$ cat config.mk
export PLATFORM = sky130hd
export DESIGN_NAME = operand_fetch_ctrl
export DESIGN_NICKNAME = d
export VERILOG_FILES = /design/src/rtl/operand_fetch_ctrl.sv
export SDC_FILE = /design/constraint.sdc
export NUM_CORES = 1
export LEC_CHECK = 0
export ABC_AREA = 1
export BUFFER_PORTS_ARGS = -buffer_cell sky130_fd_sc_hd__buf_2
export CAP_MARGIN = 20
export CORE_ASPECT_RATIO = 0.8
export CORE_MARGIN = 3
export CORE_UTILIZATION = 52
export DETAILED_ROUTE_END_ITERATION = 10
export PLACE_DENSITY = 0.89
export SETUP_SLACK_MARGIN = 0.5
export SLEW_MARGIN = 20
export SYNTH_ARGS = -nofsm -noshare
export SYNTH_HDL_FRONTEND = slang
export SYNTH_SLANG_ARGS = --single-unit
export TNS_END_PERCENT = 100
$ cat constraint.sdc
create_clock -name clk -period 3.71 [get_ports clk]
set_input_delay 0.5565 -clock clk [delete_from_list [all_inputs] [get_ports clk]]
set_output_delay 0.5565 -clock clk [all_outputs]
set_load 0.02 [all_outputs]
$ cat src/rtl/operand_fetch_ctrl.sv
// Stage-1 operand fetch sequencer: issues a RAM or input-device read, waits for a
// variable-latency acknowledge with timeout, and registers the operand value.
module operand_fetch_ctrl #(
    parameter int TIMEOUT_CYCLES = 15,
    parameter int TIMER_W        = 4
) (
    input  logic        clk,
    input  logic        reset_n,
    input  logic        start,
    input  logic [1:0]  mblock_s1,
    input  logic [7:0]  vr_source,
    output logic        ram_req,
    output logic [15:0] ram_address,
    input  logic        ram_ack,
    input  logic [31:0] ram_value,
    output logic        io_req,
    output logic [7:0]  input_devices_address,
    input  logic        io_ack,
    input  logic [31:0] input_devices_value,
    output logic [31:0] vr_value,
    output logic        busy,
    output logic        done,
    output logic        err
);

    typedef enum logic [1:0] {
        ST_IDLE,
        ST_RAM_WAIT,
        ST_IO_WAIT,
        ST_DONE
    } state_t;

    localparam logic [1:0] MODE_RAM   = 2'd0;
    localparam logic [1:0] MODE_IO    = 2'd2;
    localparam logic [1:0] MODE_CONST = 2'd3;

    // Counter value on the last request cycle that may still accept an ack.
    localparam logic [TIMER_W-1:0] TIMER_LAST = TIMER_W'(TIMEOUT_CYCLES - 1);

    state_t              r_state;
    logic [TIMER_W-1:0]  r_timer;
    logic                r_ram_req;
    logic                r_io_req;
    logic [15:0]         r_ram_address;
    logic [7:0]          r_io_address;
    logic [31:0]         r_vr_value;
    logic                r_busy;
    logic                r_done;
    logic                r_err;

    always_ff @(posedge clk or negedge reset_n) begin
        if (!reset_n) begin
            r_state       <= ST_IDLE;
            r_timer       <= '0;
            r_ram_req     <= 1'b0;
            r_io_req      <= 1'b0;
            r_ram_address <= '0;
            r_io_address  <= '0;
            r_vr_value    <= '0;
            r_busy        <= 1'b0;
            r_done        <= 1'b0;
            r_err         <= 1'b0;
        end else begin
            r_done <= 1'b0;
            case (r_state)
                ST_IDLE: begin
                    if (start) begin
                        r_busy <= 1'b1;
                        case (mblock_s1)
                            MODE_RAM: begin
                                r_state       <= ST_RAM_WAIT;
                                r_ram_req     <= 1'b1;
                                r_ram_address <= {8'h00, vr_source};
                                r_timer       <= '0;
                            end
                            MODE_IO: begin
                                r_state      <= ST_IO_WAIT;
                                r_io_req     <= 1'b1;
                                r_io_address <= vr_source;
                                r_timer      <= '0;
                            end
                            MODE_CONST: begin
                                r_state    <= ST_DONE;
                                r_vr_value <= {24'b0, vr_source};
                                r_done     <= 1'b1;
                                r_err      <= 1'b0;
                            end
                            default: begin
                                r_state <= ST_DONE;
                                r_done  <= 1'b1;
                                r_err   <= 1'b1;
                            end
                        endcase
                    end
                end
                ST_RAM_WAIT: begin
                    // Ack is checked before the timeout so a last-cycle ack still wins.
                    if (ram_ack) begin
                        r_vr_value <= ram_value;
                        r_ram_req  <= 1'b0;
                        r_state    <= ST_DONE;
                        r_done     <= 1'b1;
                        r_err      <= 1'b0;
                    end else if (r_timer == TIMER_LAST) begin
                        r_ram_req <= 1'b0;
                        r_state   <= ST_DONE;
                        r_done    <= 1'b1;
                        r_err     <= 1'b1;
                    end else begin
                        r_timer <= r_timer + TIMER_W'(1);
                    end
                end
                ST_IO_WAIT: begin
                    if (io_ack) begin
                        r_vr_value <= input_devices_value;
                        r_io_req   <= 1'b0;
                        r_state    <= ST_DONE;
                        r_done     <= 1'b1;
                        r_err      <= 1'b0;
                    end else if (r_timer == TIMER_LAST) begin
                        r_io_req <= 1'b0;
                        r_state  <= ST_DONE;
                        r_done   <= 1'b1;
                        r_err    <= 1'b1;
                    end else begin
                        r_timer <= r_timer + TIMER_W'(1);
                    end
                end
                ST_DONE: begin
                    r_state <= ST_IDLE;
                    r_busy  <= 1'b0;
                    r_err   <= 1'b0;
                end
                default: begin
                    r_state <= ST_IDLE;
                end
            endcase
        end
    end

    assign ram_req               = r_ram_req;
    assign io_req                = r_io_req;
    assign ram_address           = r_ram_address;
    assign input_devices_address = r_io_address;
    assign vr_value              = r_vr_value;
    assign busy                  = r_busy;
    assign done                  = r_done;
    assign err                   = r_err;

endmodule

==> Word level (Yosys, flattened, before mapping) <==
Cells that the tools add are included.
{ "word_totals": {"ff_bits": 59, "in_bits": 79} }
{ "op_classes": {"addsub": 1, "n_reduce_logical": 15, "n_mux": 40, "n_eq_ne": 18} }
{ "ops": {"columns": ["op", "n"], "rows": [
  ["$mux 32", 4],
  ["$pmux 32 s3", 1],
  ["$mux 4", 5],
  ["$mux 1", 17],
  ["$ne 2x2->1 const B", 7],
  ["$pmux 4 s3", 1],
  ["$reduce_and 5->1", 2],
  ["$eq 2x2->1 const B", 4],
  ["$mux 2", 4],
  ["$pmux 1 s2", 4],
  ["$pmux 2 s4", 1],
  ["$reduce_and 4->1", 2],
  ["$ne 2x1->1 const B", 3],
  ["$ne 3x3->1 const B", 2],
  ["$reduce_and 3->1", 2],
  ["$reduce_bool 2->1", 3],
  ["$add 4x1->4 const B", 1],
  ["$eq 4x4->1 const B", 1],
  ["$logic_not 2->1", 2],
  ["$pmux 1 s4", 1],
  ["$pmux 2 s2", 1],
  ["$reduce_and 2->1", 2],
  ["$pmux 1 s3", 1],
  ["$reduce_bool 3->1", 1],
  ["other kinds (2)", 2]
]} }

==> Depth between registers and ports, before layout <==
{ "logic_depth": {"depth_word": 5, "ltp_mapped": 10, "depth_no_buf": 9} }

==> Worst setup path after synthesis <==
OpenSTA, ideal clock, no wires.
{ "synth_timing": {"path_kind": "register -> register", "startpoint": "reg r_state[0]", "endpoint": "reg r_vr_value[2] (netlist: vr_value[2])", "path_stages_with_launch": 11, "path_slack_ps": 2202, "arrival_ps": 1387, "n_path_buf": 2, "synth_period_minus_slack_ps": 1508, "required_ps": 3589, "cell_sequence": "dfrtp_1 inv_1 ha_1 buf_6 nand2_4 nand2_2 nor2_2 nand2_4 buf_6 nand2_1 o21ai_2"} }
{ "synth_via": {"elab_chain_cells": 3, "elab_cells_between_ends": 10, "classes_between": "6 x eq/ne; 1 x mux; 3 x reduce/logical"} }
{ "synth_rtl": {"columns": ["item", "line", "text"], "rows": [
  ["start: declaration", "40", "state_t r_state;"],
  ["start signal: assignment", "53", "r_state <= ST_IDLE;"],
  ["start signal: assignment", "71", "r_state <= ST_RAM_WAIT;"],
  ["start signal: assignment", "77", "r_state <= ST_IO_WAIT;"],
  ["$eq 2x2->1, or another cell as far along", "65", "case (r_state)"],
  ["$ne 2x2->1 (no line), or another cell as far along", null, null],
  ["$reduce_and 5->1 (no line)", null, null],
  ["end signal: assignment", "84", "r_vr_value <= {24'b0, vr_source};"],
  ["end signal: assignment", "99", "r_vr_value <= ram_value;"],
  ["end signal: assignment", "115", "r_vr_value <= input_devices_value;"],
  ["end: declaration", "46", "logic [31:0] r_vr_value;"]
]} }
Parallel ways exist; a longest one is shown, timed or not.
A chain may end at the register's enable or synchronous reset.

==> Worst setup path after layout <==
{ "layout_timing": {"startpoint": "reg r_state[0]", "endpoint": "reg r_vr_value[1] (netlist: vr_value[1])"} }
The elaborated chain is that of the path after synthesis.

==> flow_metrics.env <==
export IMPL_synth_xor_area_share_pct=0
export IMPL_synth_top_area_cell="dfrtp_1"
export IMPL_antenna_found_initial=0
export IMPL_ys_ff_latch=59
export IMPL_synth_edf_count=0
export IMPL_fin_nets=626
export IMPL_drtAntennaViolNets=0
export IMPL_post_route_period_util_pct=67.1
export IMPL_crit_path_max_fanout=23
export IMPL_cts_path_max_buffers=2
export IMPL_io_buffers=131
export IMPL_synth_main_ff_cell="dfrtp_1"
export IMPL_ctsResizeCount=0
export IMPL_cts_hold_buffers=0
export IMPL_core_area_mm2=0.00601
export IMPL_powerDensity_mw_per_mm2=901
export IMPL_synthAdderAreaFrac_pct=2.67
export IMPL_critPathSlowestCell="ha_1"
export IMPL_drive_gt1_share_pct=34.9
export IMPL_leakage_nw=2.32
export IMPL_ios=140
export IMPL_netlist_area_mm2=0.00328
export IMPL_grt_overflow=0
export IMPL_hold_viol=0
export IMPL_grt_max_degree=65
export IMPL_dr_total_vias=3112
export IMPL_synthMuxAreaShare_pct=0
export IMPL_design_area_mm2=0.00410
export IMPL_drc=0
export IMPL_clk_latency_ps=330
export IMPL_n_antenna_cell=0
export IMPL_die_y_um=77.0
export IMPL_setup_viol=0
export IMPL_routabilityCongestion=0.872
export IMPL_wl_per_cell_um=13.5
export IMPL_rsz0062_at_grt="no"
export IMPL_post_cts_buffers=0
export IMPL_worst_slew_pin_slew_ps=775
export IMPL_arrival_ps=2680
export IMPL_slew_headroom_pct=48.4
export IMPL_status="completed"
export IMPL_async_flop_share_pct=100
export IMPL_viasPerCell=4.97
export IMPL_drt_iter0_drc=128
export IMPL_synth_top_cell_area_share_pct=45.0
export IMPL_seq_area_frac_synth_pct=45.0
export IMPL_skew_ps=10.1
export IMPL_crit_chain="inv_1 > ha_1 > clkinv_1 > a21oi_1 > nand2_1 > o21ai_0 > o21ai_1"
export IMPL_synthCells=416
export IMPL_end_kind="register"
export IMPL_ys_top_cells_by_count="nand2_1 (194), dfrtp_1 (59), o21ai_0 (34), o21ai_2 (28), inv_1 (21)"
export IMPL_worst_setup_path_start_kind="register"
export IMPL_grt_pass1_wl_um=13500
export IMPL_die_w_um=94.8
export IMPL_syn_area_per_cell_um2=7.89
export IMPL_r2r_slack_ps=1220
export IMPL_synth_compound_area_share_pct=16.0
export IMPL_grt_usage_pct=23.6
export IMPL_reg2reg_to="vr_value[1]"
export IMPL_hp_class="in -> async"
export IMPL_period_needed_ps=2490
export IMPL_cts_root_buf="clkbuf_8"
export IMPL_cts_sinks=59
export IMPL_h_tree_depth=3
export IMPL_dieArea_mm2=0.00730
export IMPL_crit_required_ps=3900
export IMPL_max_freq_mhz=402
export IMPL_place_hpwl_um=6080
export IMPL_path_class="reg -> reg"
export IMPL_area_growth_pct=24.9
export IMPL_drt_total_wl_um=8420
export IMPL_cpPeakStageDelay_ps=810
export IMPL_num_rows=25
export IMPL_reg2reg_from="r_state[0]"
export IMPL_synth_cell_types=28
export IMPL_cts_made_buffers=9
export IMPL_yosysWarnings=0
export IMPL_grt_pass1_vias=2990
export IMPL_synth_top_family_by_area="simple AND/OR/NAND/NOR gates"
export IMPL_maxSlewViolCount=0
export IMPL_start_util_pct=54.6
export IMPL_worstRegToRegCells=7
export IMPL_ys_top_cells_by_area="dfrtp_1 (45%), nand2_1 (22%), o21ai_2 (7.5%)"
export IMPL_placed_cell_area_mm2=0.00387
export IMPL_drt_pass1_iterations=5
export IMPL_clk_pin_slew_ps=70
export IMPL_yosys_area_share_simple_pct=26.6
export IMPL_ir_worst_vdd_mv=0.706
export IMPL_synth_most_common_cell="nand2_1"
export IMPL_fin_setup_tns_ps=0
export IMPL_cts_tree="built"
export IMPL_cap_viol_max_count=0
## cell families after synthesis
logic type | count (synthesis)
adder cells (fa/ha/maj) | 7
AND/OR/NAND/NOR | 216
buffers and inverters | 53
other | 1
AO/OA/AOI/OAI | 80
flip-flops | 59
## worst max-delay path, delay by kind of cell, from the launching register on
kind,cells,cell delay (ps)
adders and majority gates,1,810
buffers and inverters,2,630
DFF,1,430
AOI/OAI and AO/OA,3,420
and+or+nand+nor,1,60
## flip-flops by register name, summed over array words and instances (netlist names)
name,flops
ram_address,8
r_state,2
vr_value,32
input_devices_address,8
r_timer,4
ram_req,1
err,1
io_req,1
done,1
busy,1
## layer usage
layer / global-route usage [%] / up-vias / part of all wire, %
met4: 8.79 / 0 / 1.5
met1: 28.0 / 1417 / 41
met5: 0 / - / 0
met2: 40.7 / 134 / 49
li1: - / 1547 / -
met3: 5.98 / 14 / 7.9
## area by class of cell
class	instances	area (µm²)
fill	510	1910
multi-input combinational	311	1520
sequential	59	1480
timing repair buffer	135	686
clock buffer	12	155
tap	81	101
inverter	24	90.1
clock inverter	4	72.6
## cell usage in the layout (no fill, tap or decap), types with 2 or more instances in the layout
master and count:
nand4_1 2, a21oi_1 9, buf_2 131, nand2_1 194, bufinv_16 2, nand3_1 7
o21ai_0 34, dfrtp_1 59, nand2_2 3, buf_4 4, o21ai_2 28, ha_1 7
conb_1 8, inv_2 2, o21ai_1 4, nand2_4 2, inv_1 21, o21bai_1 2
nor2_1 4, clkbuf_8 11
## worst max path at each step
stage                          start          end  slack [ps]  cells after the start
after floorplan           r_state[0]  vr_value[2]        2200                     10
after global placement    r_state[0]  vr_value[3]        1390                      7
after detailed placement  r_state[0]   r_timer[0]        1240                      7
after CTS                 r_state[0]   r_timer[0]        1230                      7
after global routing      r_state[0]  vr_value[2]        1000                      7
final                     r_state[0]  vr_value[1]        1220                      7
## power breakdown
| part | leakage (nW) | internal [mW] | switching (mW) |
|---|---|---|---|
| Combinational | 1.44 | 0.620 | 1.39 |
| Sequential | 0.765 | 0.881 | 0.141 |
| Clock | 0.113 | 0.414 | 0.247 |
| Total | 2.32 | 1.91 | 1.78 |
## metrics by stage
step / power (mW) / hold slack, ps / std cells / setup WS, ps / utilization, %
after global placement: 2.96 / 462 / 610 / 1390 / 64.4
after floorplan: 2.62 / 261 / 423 / 2200 / -
after detailed placement: 3.04 / 466 / 610 / 1240 / 64.4
final: 3.69 / 235 / 626 / 1220 / 68.2
after global routing: 4.01 / 263 / 626 / 1000 / 68.2
after CTS: 3.71 / 249 / 626 / 1230 / 68.2
Power figures use the tool's default switching activity.
